<file path="config.mk">
export PLATFORM = sky130hd
export DESIGN_NAME = instruction_sequencer_flat
export DESIGN_NICKNAME = d
export VERILOG_FILES = /design/src/rtl/instruction_sequencer_if.sv /design/src/rtl/instruction_sequencer.sv /design/src/flat_wrapper.sv
export SDC_FILE = /design/constraint.sdc
export NUM_CORES = 1
export LEC_CHECK = 0
export BUFFER_PORTS_ARGS = -buffer_cell sky130_fd_sc_hd__buf_2
export CAP_MARGIN = 40
export CORE_MARGIN = 2
export CORE_UTILIZATION = 50
export CTS_CLUSTER_SIZE = 30
export DETAILED_ROUTE_END_ITERATION = 7
export HOLD_SLACK_MARGIN = 0.1
export PLACE_DENSITY = 0.81
export SLEW_MARGIN = 20
export SYNTH_ARGS = -nofsm -noshare
export SYNTH_HDL_FRONTEND = slang
export SYNTH_SLANG_ARGS = --single-unit
</file>
<file path="constraint.sdc">
create_clock -name mclk -period 3.2 [get_ports mclk]
set_clock_uncertainty 0.1 [all_clocks]
set_input_delay 0.48 -clock mclk [delete_from_list [all_inputs] [get_ports mclk]]
set_output_delay 0.48 -clock mclk [all_outputs]
set_load 0.01 [all_outputs]
</file>
<file path="src/rtl/instruction_sequencer_if.sv">
// instruction_sequencer_if
//   Bundles the decoder/control-side signals of the SAP1 step sequencer.
//   master: the controller/decoder side (drives mclk_en and the i_* controls,
//           observes the o_* status).
//   slave : the sequencer itself.
//   Signals:
//     mclk_en          clock enable
//     i_len            decoder step count (STEP_WIDTH+1 bits)
//     i_adv, i_stall   early end-of-instruction, wait state
//     i_halt, i_resume halt entry / exit
//     i_single         single-step mode select
//     i_step_req       single-step request
//     o_step           current step index (microcode ROM address)
//     o_fetch, o_last  fetch phase / last step of instruction
//     o_retire         one-tick pulse after an instruction completes
//     o_retired        retired-instruction counter
//     o_halted         sequencer is halted
//     o_paused         sequencer is paused waiting for a step request
interface instruction_sequencer_if #(
   parameter int MAX_STEPS    = 8,
   parameter int RETIRE_WIDTH = 16
);
   localparam int STEP_WIDTH = $clog2(MAX_STEPS);

   logic                    mclk_en;
   logic [STEP_WIDTH:0]     i_len;
   logic                    i_adv;
   logic                    i_stall;
   logic                    i_halt;
   logic                    i_resume;
   logic                    i_single;
   logic                    i_step_req;
   logic [STEP_WIDTH-1:0]   o_step;
   logic                    o_fetch;
   logic                    o_last;
   logic                    o_retire;
   logic [RETIRE_WIDTH-1:0] o_retired;
   logic                    o_halted;
   logic                    o_paused;

   modport master (
      output mclk_en, i_len, i_adv, i_stall, i_halt, i_resume, i_single, i_step_req,
      input  o_step, o_fetch, o_last, o_retire, o_retired, o_halted, o_paused
   );

   modport slave (
      input  mclk_en, i_len, i_adv, i_stall, i_halt, i_resume, i_single, i_step_req,
      output o_step, o_fetch, o_last, o_retire, o_retired, o_halted, o_paused
   );
endinterface

</file>
<file path="src/rtl/instruction_sequencer.sv">
// instruction_sequencer
//   Microinstruction step sequencer for the SAP1 control path. Steps through
//   variable-length instructions (length from the decoder), supports wait
//   states, early end-of-instruction, a sticky HALT with resume and a
//   single-step debug mode. State changes on the falling edge of mclk,
//   qualified by mclk_en.
//   Ports:
//     mclk     system clock (falling-edge active)
//     i_reset  asynchronous active-high reset
//     bus      instruction_sequencer_if.slave control/status bundle
module instruction_sequencer #(
   parameter int MAX_STEPS    = 8,
   parameter int FETCH_STEPS  = 2,
   parameter int RETIRE_WIDTH = 16
) (
   input  logic                    mclk,
   input  logic                    i_reset,
   instruction_sequencer_if.slave  bus
);
   localparam int STEP_WIDTH = $clog2(MAX_STEPS);

   localparam logic [STEP_WIDTH:0]     MAX_L     = (STEP_WIDTH+1)'(MAX_STEPS);
   localparam logic [STEP_WIDTH:0]     MIN_L     = (STEP_WIDTH+1)'(FETCH_STEPS + 1);
   localparam logic [STEP_WIDTH:0]     ONE_L     = (STEP_WIDTH+1)'(1);
   localparam logic [STEP_WIDTH-1:0]   LAST_STEP = STEP_WIDTH'(MAX_STEPS - 1);
   localparam logic [STEP_WIDTH-1:0]   FETCH_S   = STEP_WIDTH'(FETCH_STEPS);
   localparam logic [STEP_WIDTH-1:0]   STEP_ONE  = STEP_WIDTH'(1);
   localparam logic [RETIRE_WIDTH-1:0] CNT_ONE   = RETIRE_WIDTH'(1);

   typedef enum logic [1:0] {RUN, PAUSE, HALT} state_t;

   state_t                  state;
   logic [STEP_WIDTH-1:0]   step;
   logic [RETIRE_WIDTH-1:0] retired;
   logic                    retire;

   logic [STEP_WIDTH:0]     eff_len;
   logic                    last;
   logic                    step_ev;

   // Decoder length clamped into [FETCH_STEPS+1, MAX_STEPS]; 0 and
   // out-of-range lengths mean "full length".
   always_comb begin
      eff_len = bus.i_len;
      if (bus.i_len == '0 || bus.i_len > MAX_L)
         eff_len = MAX_L;
      else if (bus.i_len < MIN_L)
         eff_len = MIN_L;
   end

   // i_len only matters once past the fetch steps, so the decoder output is
   // free to be garbage during fetch.
   assign last = (step == LAST_STEP) | bus.i_adv |
                 ((step >= FETCH_S) && ({1'b0, step} == (eff_len - ONE_L)));

   assign step_ev = bus.mclk_en & (state == RUN) & ~bus.i_stall &
                    (~bus.i_single | bus.i_step_req);

   always_ff @(negedge mclk or posedge i_reset) begin
      if (i_reset) begin
         state   <= RUN;
         step    <= '0;
         retired <= '0;
         retire  <= 1'b0;
      end else if (bus.mclk_en) begin
         retire <= 1'b0;
         case (state)
            RUN: begin
               if (step_ev) begin
                  if (last) begin
                     step    <= '0;
                     retired <= retired + CNT_ONE;
                     retire  <= 1'b1;
                  end else begin
                     step <= step + STEP_ONE;
                  end
                  // The step completes before halting; HALT beats PAUSE.
                  if (bus.i_halt)
                     state <= HALT;
                  else if (bus.i_single)
                     state <= PAUSE;
               end
            end
            // A request in PAUSE only rearms; the step itself happens on a
            // later request (or right away once single mode is dropped).
            PAUSE: if (~bus.i_single | bus.i_step_req) state <= RUN;
            HALT:  if (bus.i_resume) state <= RUN;
            default: state <= RUN;
         endcase
      end
   end

   assign bus.o_step    = step;
   assign bus.o_fetch   = (step < FETCH_S);
   assign bus.o_last    = last;
   assign bus.o_retire  = retire;
   assign bus.o_retired = retired;
   assign bus.o_halted  = (state == HALT);
   assign bus.o_paused  = (state == PAUSE);
endmodule

</file>
<file path="src/flat_wrapper.sv">
// flat-port wrapper written by rule: the top's interface ports become plain ports
module instruction_sequencer_flat 
#(
   parameter int MAX_STEPS    = 8,
   parameter int FETCH_STEPS  = 2,
   parameter int RETIRE_WIDTH = 16
)
  (mclk, i_reset, bus_mclk_en, bus_i_len, bus_i_adv, bus_i_stall, bus_i_halt, bus_i_resume, bus_i_single, bus_i_step_req, bus_o_step, bus_o_fetch, bus_o_last, bus_o_retire, bus_o_retired, bus_o_halted, bus_o_paused);
  instruction_sequencer_if #(.MAX_STEPS(MAX_STEPS), .RETIRE_WIDTH(RETIRE_WIDTH)) bus_i ();
  input  logic mclk;
  input  logic i_reset;
  input wire logic [$bits(bus_i.mclk_en)-1:0] bus_mclk_en;
  input wire logic [$bits(bus_i.i_len)-1:0] bus_i_len;
  input wire logic [$bits(bus_i.i_adv)-1:0] bus_i_adv;
  input wire logic [$bits(bus_i.i_stall)-1:0] bus_i_stall;
  input wire logic [$bits(bus_i.i_halt)-1:0] bus_i_halt;
  input wire logic [$bits(bus_i.i_resume)-1:0] bus_i_resume;
  input wire logic [$bits(bus_i.i_single)-1:0] bus_i_single;
  input wire logic [$bits(bus_i.i_step_req)-1:0] bus_i_step_req;
  output wire logic [$bits(bus_i.o_step)-1:0] bus_o_step;
  output wire logic [$bits(bus_i.o_fetch)-1:0] bus_o_fetch;
  output wire logic [$bits(bus_i.o_last)-1:0] bus_o_last;
  output wire logic [$bits(bus_i.o_retire)-1:0] bus_o_retire;
  output wire logic [$bits(bus_i.o_retired)-1:0] bus_o_retired;
  output wire logic [$bits(bus_i.o_halted)-1:0] bus_o_halted;
  output wire logic [$bits(bus_i.o_paused)-1:0] bus_o_paused;
  assign bus_i.mclk_en = bus_mclk_en;
  assign bus_i.i_len = bus_i_len;
  assign bus_i.i_adv = bus_i_adv;
  assign bus_i.i_stall = bus_i_stall;
  assign bus_i.i_halt = bus_i_halt;
  assign bus_i.i_resume = bus_i_resume;
  assign bus_i.i_single = bus_i_single;
  assign bus_i.i_step_req = bus_i_step_req;
  assign bus_o_step = bus_i.o_step;
  assign bus_o_fetch = bus_i.o_fetch;
  assign bus_o_last = bus_i.o_last;
  assign bus_o_retire = bus_i.o_retire;
  assign bus_o_retired = bus_i.o_retired;
  assign bus_o_halted = bus_i.o_halted;
  assign bus_o_paused = bus_i.o_paused;
  instruction_sequencer #(.MAX_STEPS(MAX_STEPS), .FETCH_STEPS(FETCH_STEPS), .RETIRE_WIDTH(RETIRE_WIDTH)) u_core (.mclk(mclk), .i_reset(i_reset), .bus(bus_i));
endmodule
</file>
==> impl_results.md, run 1 <==
* Setup crit start kind: input port
* Via count of the first global-routing pass at 1165
* Register bit total from synthesis at 22
* Register-to-register setup slack at 0.81 ns
* Max incr delay on CP at 0.53 ns
* Final Hold Fails at 0
* CTS tree: yes
* CTS max path bufs at 2
* MaxCap Viol Count at 0
* Synth Area in Compound Gates at 9.14%
* Layout cells sized above 1 at 53.9%
* Worst-Skew Late Latency at 0.31 ns
* Seq. cell area at 551 sq um
* Root Driver: clkbuf_4
* Slew of the pin with the lowest slew margin at 0.537 ns
* Worst Path Required at 1.66 ns
* Yosys warnings at 0
* # rows at 18
* CP Cell Sequence: buf_6, nand2b_4, a21oi_4, inv_2, ha_4, o21ai_1, o211ai_1, o311ai_4, or4_4, xnor2_1
* Iter 0 DRT Violations at 43
* Hold crit path type: flip-flop to flip-flop
* Drt first pass iters at 6
* RSZ-0062 raised after global routing: true
* CP Buf/Inv Count at 2
* Post-Synth Adder-Cell Area at 4.97%
* Mean Syn Cell Area at 10.2 sq um
* Slew margin rel. at 64.1%
* Top cell type by total area after synthesis: dfrtn_1
* Nets at 212
* Commonest non-fill, non-tap cell in the layout: buf_2
* Simple-Gate Fraction of Synth Area at 25.4%
* CP top delay family: compound AO/OA/AOI/OAI gates
* Critical Path Slowest Stage Cell: or4_4
* Final WS setup at -0.895 ns
* Grt total ovfl at 0
* Most frequent cells in the layout: buf_2 (34), buf_4 (26), dfrtn_1 (22), xor2_1 (12)
* Ant diodes at 0
* Share of the synthesized area in the top cell type at 43.7%
* Setup TNS at -15.73 ns
* Count of final setup violators at 25
* Layout fillers at 138
* I/O pin total at 37
* Status: finished, violations left
* Worst-case vdd ir drop at 0.000655 V
* Number of synthesized flops with an enable pin at 0
* Post-Syn Area at 1260 sq um
* Area delta synth->final at 57.9%
* Sequential-to-total area share from yosys stat at 43.7%
* Post-synthesis async set-or-reset flop share at 100%
* H-tree lvl count at 1
* # DRC at 0
* XOR/XNOR Fraction of Synth Area at 11.8%
* Die ar. at 2940 sq um
* CP Capture Type: flip-flop
* Vias at 1278
* Fin area at 1990 sq um
* Clock-pin slew on the worst setup and hold paths at 0.09 ns
* Largest net degree at the start of global routing at 23
* Post-Syn Nets at 142
* TritonCTS buffer count at 3
* Post-route ant nets at 0
* Pre-CTS WS at -1.13 ns
* Routed wire length per instance at 18.2 um
* Port bufs at 36
* Max FO, Critical Path at 8
* Final Power at 1.10 mW
* Ys flop type: dfrtn_1
* DPL Wire Length at 2130 um
* Pwr Density at 555 nW/um^2
* CTS Sinks at 22
* Synth area leaders: dfrtn_1 (44%), xor2_1 (9.0%), ha_1 (5.0%)
* Arr. time, crit path at 2.55 ns
* Initial core utilization at 51.8%
* Hold buffer count at cts at 0
* Initial antenna violation count at 0
* Routability cong. at 0.847
* Setup Crit Path Kind: input port to flip-flop
* Multiplexer share of the synthesized area at 1.69%
* Post-synth cell types at 36
* Tot GR Track Use at 25.2%
* Mapped Cells at 124
* DP Area at 1610 sq um
* Routed WL at 4050 um
* Largest family of logic cells by synthesized area: simple AND/OR/NAND/NOR gates
* Final Max Slew Viols at 0
* Vias per std cell at 5.73
* Multi-input logic area at 863 sq um
* Die Ht at 54.2 um
* Leakage at 1.02 nW
* Failing checks: negative setup slack
* Core Region at 2430 sq um
* First-pass GRT wire length at 5310 um
* Die W at 54.2 um
cells in the mapped netlist (2+ instances only):
cell type,n
dfrtn_1,22
xor2_1,13
nand2_1,9
nor2_1,8
nor3_1,6
o21ai_0,6
ha_1,5
inv_1,5
nand3_1,5
nand4_1,5
xnor2_1,4
clkbuf_1,3
nor2b_1,3
nor3b_1,3
and3_1,2
nand2b_1,2
o211ai_1,2
o31ai_1,2
or4_1,2
cell families after synthesis:
group           count (synthesis)
xor+xnor                       17
flops                          22
simple gates                   54
buf+inv                         9
fa+ha+maj                       5
compound gates                 15
mux                             2
routing by layer:
metal / vias up / GRT usage, % / wire length [um]
li1: 575 / - / -
met1: 611 / 32.3 / 1650
met2: 72 / 41.6 / 2040
met3: 20 / 3.61 / 193
met4: 0 / 12.1 / 170
met5: - / 0 / 0
flip-flops by register name, indices dropped and copies added (netlist names):
name / cells
u_core.state: 2
u_core.bus.o_step: 3
u_core.bus.o_retire: 1
u_core.bus.o_retired: 16
worst paths after layout:
path                                 startpoint                  endpoint  depth (start not counted)
max                                bus_i_len[2]  u_core.bus.o_retired[14]                         10
min                         u_core.bus.o_retire       u_core.bus.o_retire                          1
max reg2reg                u_core.bus.o_step[1]  u_core.bus.o_retired[14]                          9
min reg2reg                 u_core.bus.o_retire       u_core.bus.o_retire                          1
max in group asynchronous               i_reset   u_core.bus.o_retired[1]                          3
min in group asynchronous               i_reset  u_core.bus.o_retired[14]                          3
through the flow:
step                      util (%)  std cells  hold WS [ns]
after floorplan                  -        124         0.354
after global placement        66.2        205         0.321
after detailed placement      66.2        205         0.331
after CTS                     77.7        217         0.330
after global routing          81.8        223         0.361
final                         81.8        223         0.329
power breakdown:
group / internal (mW) / leakage, nW / switching (mW)
Sequential: 0.327 / 0.295 / 0.0542
Combinational: 0.243 / 0.698 / 0.265
Clock: 0.127 / 0.0279 / 0.0890
repair_timing:
action	in CTS	in global routing
setup endpoints to repair	26	27
resized for setup	33	13
buffers inserted	10	7
pin swaps	10	6
worst register-to-register path: cells and delay by family, from the launching register on:
family / cells / cell delay, ns
XOR/XNOR: 1 / 0.16
AND/OR/NAND/NOR: 3 / 0.71
flip-flops: 1 / 0.50
multiplexers: 1 / 0.09
adder cells (fa/ha/maj): 2 / 0.39
buffers and inverters: 2 / 0.30
area by class of cell:
| cell class | instances | share of cell area [%] |
|---|---|---|
| sequential | 22 | 27.7 |
| multi-input combinational | 93 | 43.4 |
| timing repair buffer | 69 | 23.5 |
| clock buffer | 3 | 1.13 |
| inverter | 5 | 0.943 |
| clock inverter | 1 | 1.51 |
| tap | 30 | 1.89 |
No activity file was read; power rests on OpenSTA's default activity.
==> inputs of run 2 (changes only) <==
--- a/config.mk
+++ b/config.mk
@@ -8,12 +8,14 @@
 export BUFFER_PORTS_ARGS = -buffer_cell sky130_fd_sc_hd__buf_2
 export CAP_MARGIN = 40
 export CORE_MARGIN = 2
-export CORE_UTILIZATION = 50
+export CORE_UTILIZATION = 54
 export CTS_CLUSTER_SIZE = 30
 export DETAILED_ROUTE_END_ITERATION = 7
 export HOLD_SLACK_MARGIN = 0.1
-export PLACE_DENSITY = 0.81
+export PLACE_DENSITY = 0.86
+export SKIP_CTS_REPAIR_TIMING = 1
 export SLEW_MARGIN = 20
 export SYNTH_ARGS = -nofsm -noshare
 export SYNTH_HDL_FRONTEND = slang
 export SYNTH_SLANG_ARGS = --single-unit
+export TNS_END_PERCENT = 5
==> constraint.sdc (replaced) <==
create_clock -name mclk -period 4.95 [get_ports mclk]
set_clock_uncertainty 0.1 [all_clocks]
set_input_delay 0.7425 -clock mclk [delete_from_list [all_inputs] [get_ports mclk]]
set_output_delay 0.7425 -clock mclk [all_outputs]
set_load 0.01 [all_outputs]
==> run 2 against run 1 <==
  * The run still ends with negative setup slack left
  * Die area decreased by 6.9%
  * Via count fell by 9.2%
  * Sequential share of layout area is 4.6 points higher
  * Worst setup slack improved by 0.61 ns
  * Sequential cell count unchanged
  * Combinational power shrank 50%
  * Total power is 42% lower
  * First-iteration DRC count shrank 44%
  * Hold slack about the same
  * Design area is 14% lower
  * Wire length is 21% lower
==> impl_results.md, run 2 (synthesis gave the netlist of run 1 again) <==
* Port bufs at 36
* Die W at 52.3 um
* Drt first pass iters at 4
* Commonest non-fill, non-tap cell in the layout: buf_2
* CTS Sinks at 22
* WHS Endpoint: u_core.bus.o_retire
* Final WS setup at -0.284 ns
* RSZ-0062 raised after global routing: true
* CTS tree: yes
* Die ar. at 2740 sq um
* DPL Wire Length at 2110 um
* Iter 0 DRT Violations at 24
* Fin area at 1710 sq um
* Root Driver: clkbuf_4
* CP Cell Sequence: ha_2, ha_4, nor2_2, nand2_1, mux2i_1, buf_4, nor2_2, buf_2
* CTS max path bufs at 2
* Tot GR Track Use at 22.9%
* Post-route ant nets at 0
* H-tree lvl count at 1
* Leakage at 0.879 nW
* I/O pin total at 37
* Setup crit start kind: flip-flop
* Final Power at 0.646 mW
* Status: finished, violations left
* # rows at 17
* Critical R2R Launch: u_core.bus.o_step[0]
* Core Region at 2210 sq um
* DP Area at 1550 sq um
* Failing checks: negative setup slack
* Reg2reg end: u_core.bus.o_retired[14]
* Via count of the first global-routing pass at 1051
* Pre-CTS WS at -0.544 ns
* Max incr delay on CP at 0.42 ns
* Register-to-register setup slack at 2.62 ns
* First-pass GRT wire length at 4660 um
* Slew margin rel. at 72.6%
* Largest net degree at the start of global routing at 23
* Final Max Slew Viols at 0
* Layout cells sized above 1 at 40.7%
* R2R depth at 9
* Slew of the pin with the lowest slew margin at 0.410 ns
* Hold Path Stages at 1
* Max FO, Critical Path at 4
* Initial core utilization at 57.0%
* Arr. time, crit path at 4.39 ns
* MaxCap Viol Count at 0
* Worst-Skew Late Latency at 0.31 ns
* Area delta synth->final at 35.6%
* Inst Count DP at 195
* Hold path start: u_core.bus.o_retire
* Clock-pin slew on the worst setup and hold paths at 0.09 ns
* Worst-case vdd ir drop at 0.000285 V
* Die Ht at 52.3 um
* Ant diodes at 0
* Final Hold Fails at 0
* Most frequent cells in the layout: buf_2 (36), dfrtn_1 (22), buf_4 (16), xor2_1 (13), nand2_1 (9)
* Critical Path Slowest Stage Cell: dfrtn_1
* Hold crit path type: flip-flop to flip-flop
* Grt total ovfl at 0
* Routed wire length per instance at 15.6 um
* CP Capture Type: output port
* Worst Path Required at 4.11 ns
* Routability cong. at 0.818
* Max FFs per register at 16
* # DRC at 0
* Pwr Density at 378 nW/um^2
* Most numerous cell on the critical path: nor2_2
* Nets at 196
* Vias per std cell at 5.66
* Post-Layout Cell Count at 205
* Setup Crit Path Kind: flip-flop to output port
* Initial antenna violation count at 0
* Fin Hold WS at 0.329 ns
* Vias at 1161
* TritonCTS buffer count at 3
* Final Util at 77.2%
* Count of final setup violators at 14
* Setup TNS at -1.58 ns
* Routed WL at 3200 um
## run 2: critical path: cells and delay by family (launching register included)
kind          cells  cell delay, ns
buf+inv           2            0.31
fa+ha+maj         2            0.38
mux               1            0.21
simple gates      3            0.28
flops             1            0.42
## run 2: final cells by class
class	count	area, sq um
clock inverter	1	30.0
sequential	22	551
inverter	5	18.8
fill	155	504
timing repair buffer	53	315
clock buffer	3	22.5
tap	28	35.0
multi-input combinational	93	736
## run 2: worst max path at each step
stage / from / to / slack [ns] / depth (start not counted)
after floorplan: bus_i_len[2] / u_core.bus.o_retired[6] / -0.29 / 9
after global placement: bus_i_len[2] / u_core.bus.o_retired[6] / -0.44 / 10
after detailed placement: bus_i_len[2] / u_core.bus.o_retired[7] / -0.54 / 11
after CTS: u_core.bus.o_step[0] / bus_o_last / -0.34 / 8
after global routing: u_core.bus.o_step[0] / bus_o_last / -0.32 / 8
final: u_core.bus.o_step[0] / bus_o_last / -0.28 / 8
## run 2: metal layers
metal	wire (um)	track usage [%]	vias up
met3	172	3.43	9
met2	1590	38.3	60
li1	-	-	543
met5	0	0	-
met4	60	8.12	0
met1	1380	29.9	549
## run 2: power breakdown
group | internal (mW) | switching [mW]
logic | 0.119 | 0.132
clock network | 0.0819 | 0.0632
registers | 0.212 | 0.0383
total | 0.412 | 0.234
==> inputs of run 3 (changes only) <==
--- a/config.mk
+++ b/config.mk
@@ -6,13 +6,13 @@
 export NUM_CORES = 1
 export LEC_CHECK = 0
 export BUFFER_PORTS_ARGS = -buffer_cell sky130_fd_sc_hd__buf_2
-export CAP_MARGIN = 40
 export CORE_MARGIN = 2
 export CORE_UTILIZATION = 54
 export CTS_CLUSTER_SIZE = 30
 export DETAILED_ROUTE_END_ITERATION = 7
 export HOLD_SLACK_MARGIN = 0.1
 export PLACE_DENSITY = 0.86
+export REMOVE_ABC_BUFFERS = 1
 export SKIP_CTS_REPAIR_TIMING = 1
 export SLEW_MARGIN = 20
 export SYNTH_ARGS = -nofsm -noshare
==> run 3 against run 2 <==
  * Highest routed layer unchanged
  * First-iteration DRC count fell by 38%
  * The run still ends with negative setup slack left
  * Via count rose by 0.69%
  * Worst setup slack improved by 0.0027 ns
  * Register-to-register slack improved by 0.04 ns
  * Sequential share of layout area fell by 0.53 points
  * Utilization rose by 1.3 points
  * Largest power group is now registers
  * Total power fell by 11%
  * Design area rose by 1.7%
  * Final cell count fell by 2.0%
  * Global-route usage fell by 0.87 points
==> impl_results.md, run 3 (synthesis gave the netlist of run 1 again) <==
* CP Buf/Inv Count at 2
* Setup TNS at -1.52 ns
* Largest net degree at the start of global routing at 23
* CTS max path bufs at 2
* Routed WL at 3010 um
* Pwr Density at 331 nW/um^2
* Die ar. at 2740 sq um
* Most frequent cells in the layout: buf_2 (35), dfrtn_1 (22), xor2_1 (13), buf_4 (12), nand2_1 (9)
* RSZ-0062 raised after global routing: true
* Iter 0 DRT Violations at 15
* Tot GR Track Use at 22.0%
* Clock-pin slew on the worst setup and hold paths at 0.08 ns
* DPL Wire Length at 2130 um
* Register-to-register setup slack at 2.66 ns
* Final Max Slew Viols at 0
* Layout fillers at 138
* Worst-Skew Late Latency at 0.30 ns
* CP Capture Type: flip-flop
* Multi-input logic area at 808 sq um
* First-pass GRT wire length at 4490 um
* Die W at 52.3 um
* Initial core utilization at 57.0%
* Routed wire length per instance at 15.0 um
* Inst Count DP at 195
* Arr. time, crit path at 2.82 ns
* Core Region at 2210 sq um
* Commonest non-fill, non-tap cell in the layout: buf_2
* Nets at 192
* Layout cells sized above 1 at 46.2%
* Worst Path Required at 2.54 ns
* Max incr delay on CP at 0.59 ns
* MaxCap Viol Count at 0
* Fin area at 1740 sq um
* Final Hold Fails at 0
* Pre-CTS WS at -0.633 ns
* CP Cell Sequence: buf_6, nand2b_4, a21oi_2, inv_1, ha_4, o21ai_2, o211ai_1, o311ai_4, or4_4, xnor2_2
* Routability cong. at 0.860
* Vias per std cell at 5.82
* Max FFs per register at 16
* Post-route ant nets at 0
* Seq. cell area at 551 sq um
* Slew margin rel. at 45.4%
* I/O pin total at 37
* # rows at 17
* H-tree lvl count at 1
* Slew of the pin with the lowest slew margin at 0.818 ns
* Worst-case vdd ir drop at 0.000314 V
* CP top delay family: compound AO/OA/AOI/OAI gates
* Final WS setup at -0.282 ns
* Via count of the first global-routing pass at 1041
* Initial antenna violation count at 0
* Port bufs at 36
* Area delta synth->final at 37.8%
* Drt first pass iters at 5
* Status: finished, violations left
* CTS Sinks at 22
* # DRC at 0
* Die Ht at 52.3 um
* Post-Layout Cell Count at 201
* TritonCTS buffer count at 3
* CTS tree: yes
* Vias at 1169
* Hold crit path type: flip-flop to flip-flop
* Count of final setup violators at 17
* Setup Crit Path Kind: input port to flip-flop
* Leakage at 0.877 nW
* Root Driver: clkbuf_4
* Final Util at 78.5%
* Grt total ovfl at 0
* Max FO, Critical Path at 8
* Ant diodes at 0
* Failing checks: negative setup slack
* DP Area at 1540 sq um
* Critical Path Slowest Stage Cell: or4_4
* Setup crit start kind: input port
## run 3: cell types whose count changed in the layout (fill, tap and decap cells not counted), sizes merged
cell	before	now
buf	53	49
clkbuf	3	4
bufinv	1	0
## run 3: worst paths after layout
| check | startpoint | to | cells after the start |
|---|---|---|---|
| worst max-delay path | bus_i_len[2] | u_core.bus.o_retired[14] | 10 |
| worst min-delay path | u_core.bus.o_retire | u_core.bus.o_retire | 1 |
| worst max register to register | u_core.bus.o_step[1] | u_core.bus.o_retired[6] | 9 |
| worst min register to register | u_core.bus.o_retire | u_core.bus.o_retire | 1 |
| max in group asynchronous | i_reset | u_core.bus.o_step[2] | 2 |
| min in group asynchronous | i_reset | u_core.bus.o_retired[10] | 2 |
## run 3: where the power goes
| group | internal [mW] | switching (mW) | leakage (nW) |
|---|---|---|---|
| Sequential | 0.211 | 0.0410 | 0.295 |
| Clock | 0.0449 | 0.0538 | 0.0210 |
| Combinational | 0.102 | 0.122 | 0.561 |
| Total | 0.358 | 0.217 | 0.877 |
## run 3: stage by stage
step                hold slack, ns  power (mW)
floorplan                    0.354       0.355
global placement             0.316       0.436
detailed placement           0.326       0.447
CTS                          0.328       0.545
global route                 0.357       0.617
finish                       0.320       0.575
## run 3: layout make-up
type / instances / share of cell area, %
repair buffers: 49 / 16.6
multi-input cells: 93 / 46.5
flip-flops and latches: 22 / 31.7
inverters: 5 / 1.08
well taps: 28 / 2.02
clock buffers: 4 / 2.09
## run 3: metal layers
layer  wire, um  global-route usage, %  part of all wire (%)
met1       1260                   28.5                    42
met2       1540                   36.5                    51
met4         71                   8.55                   2.4
met5          0                      0                     0
met3        137                   3.71                   4.6
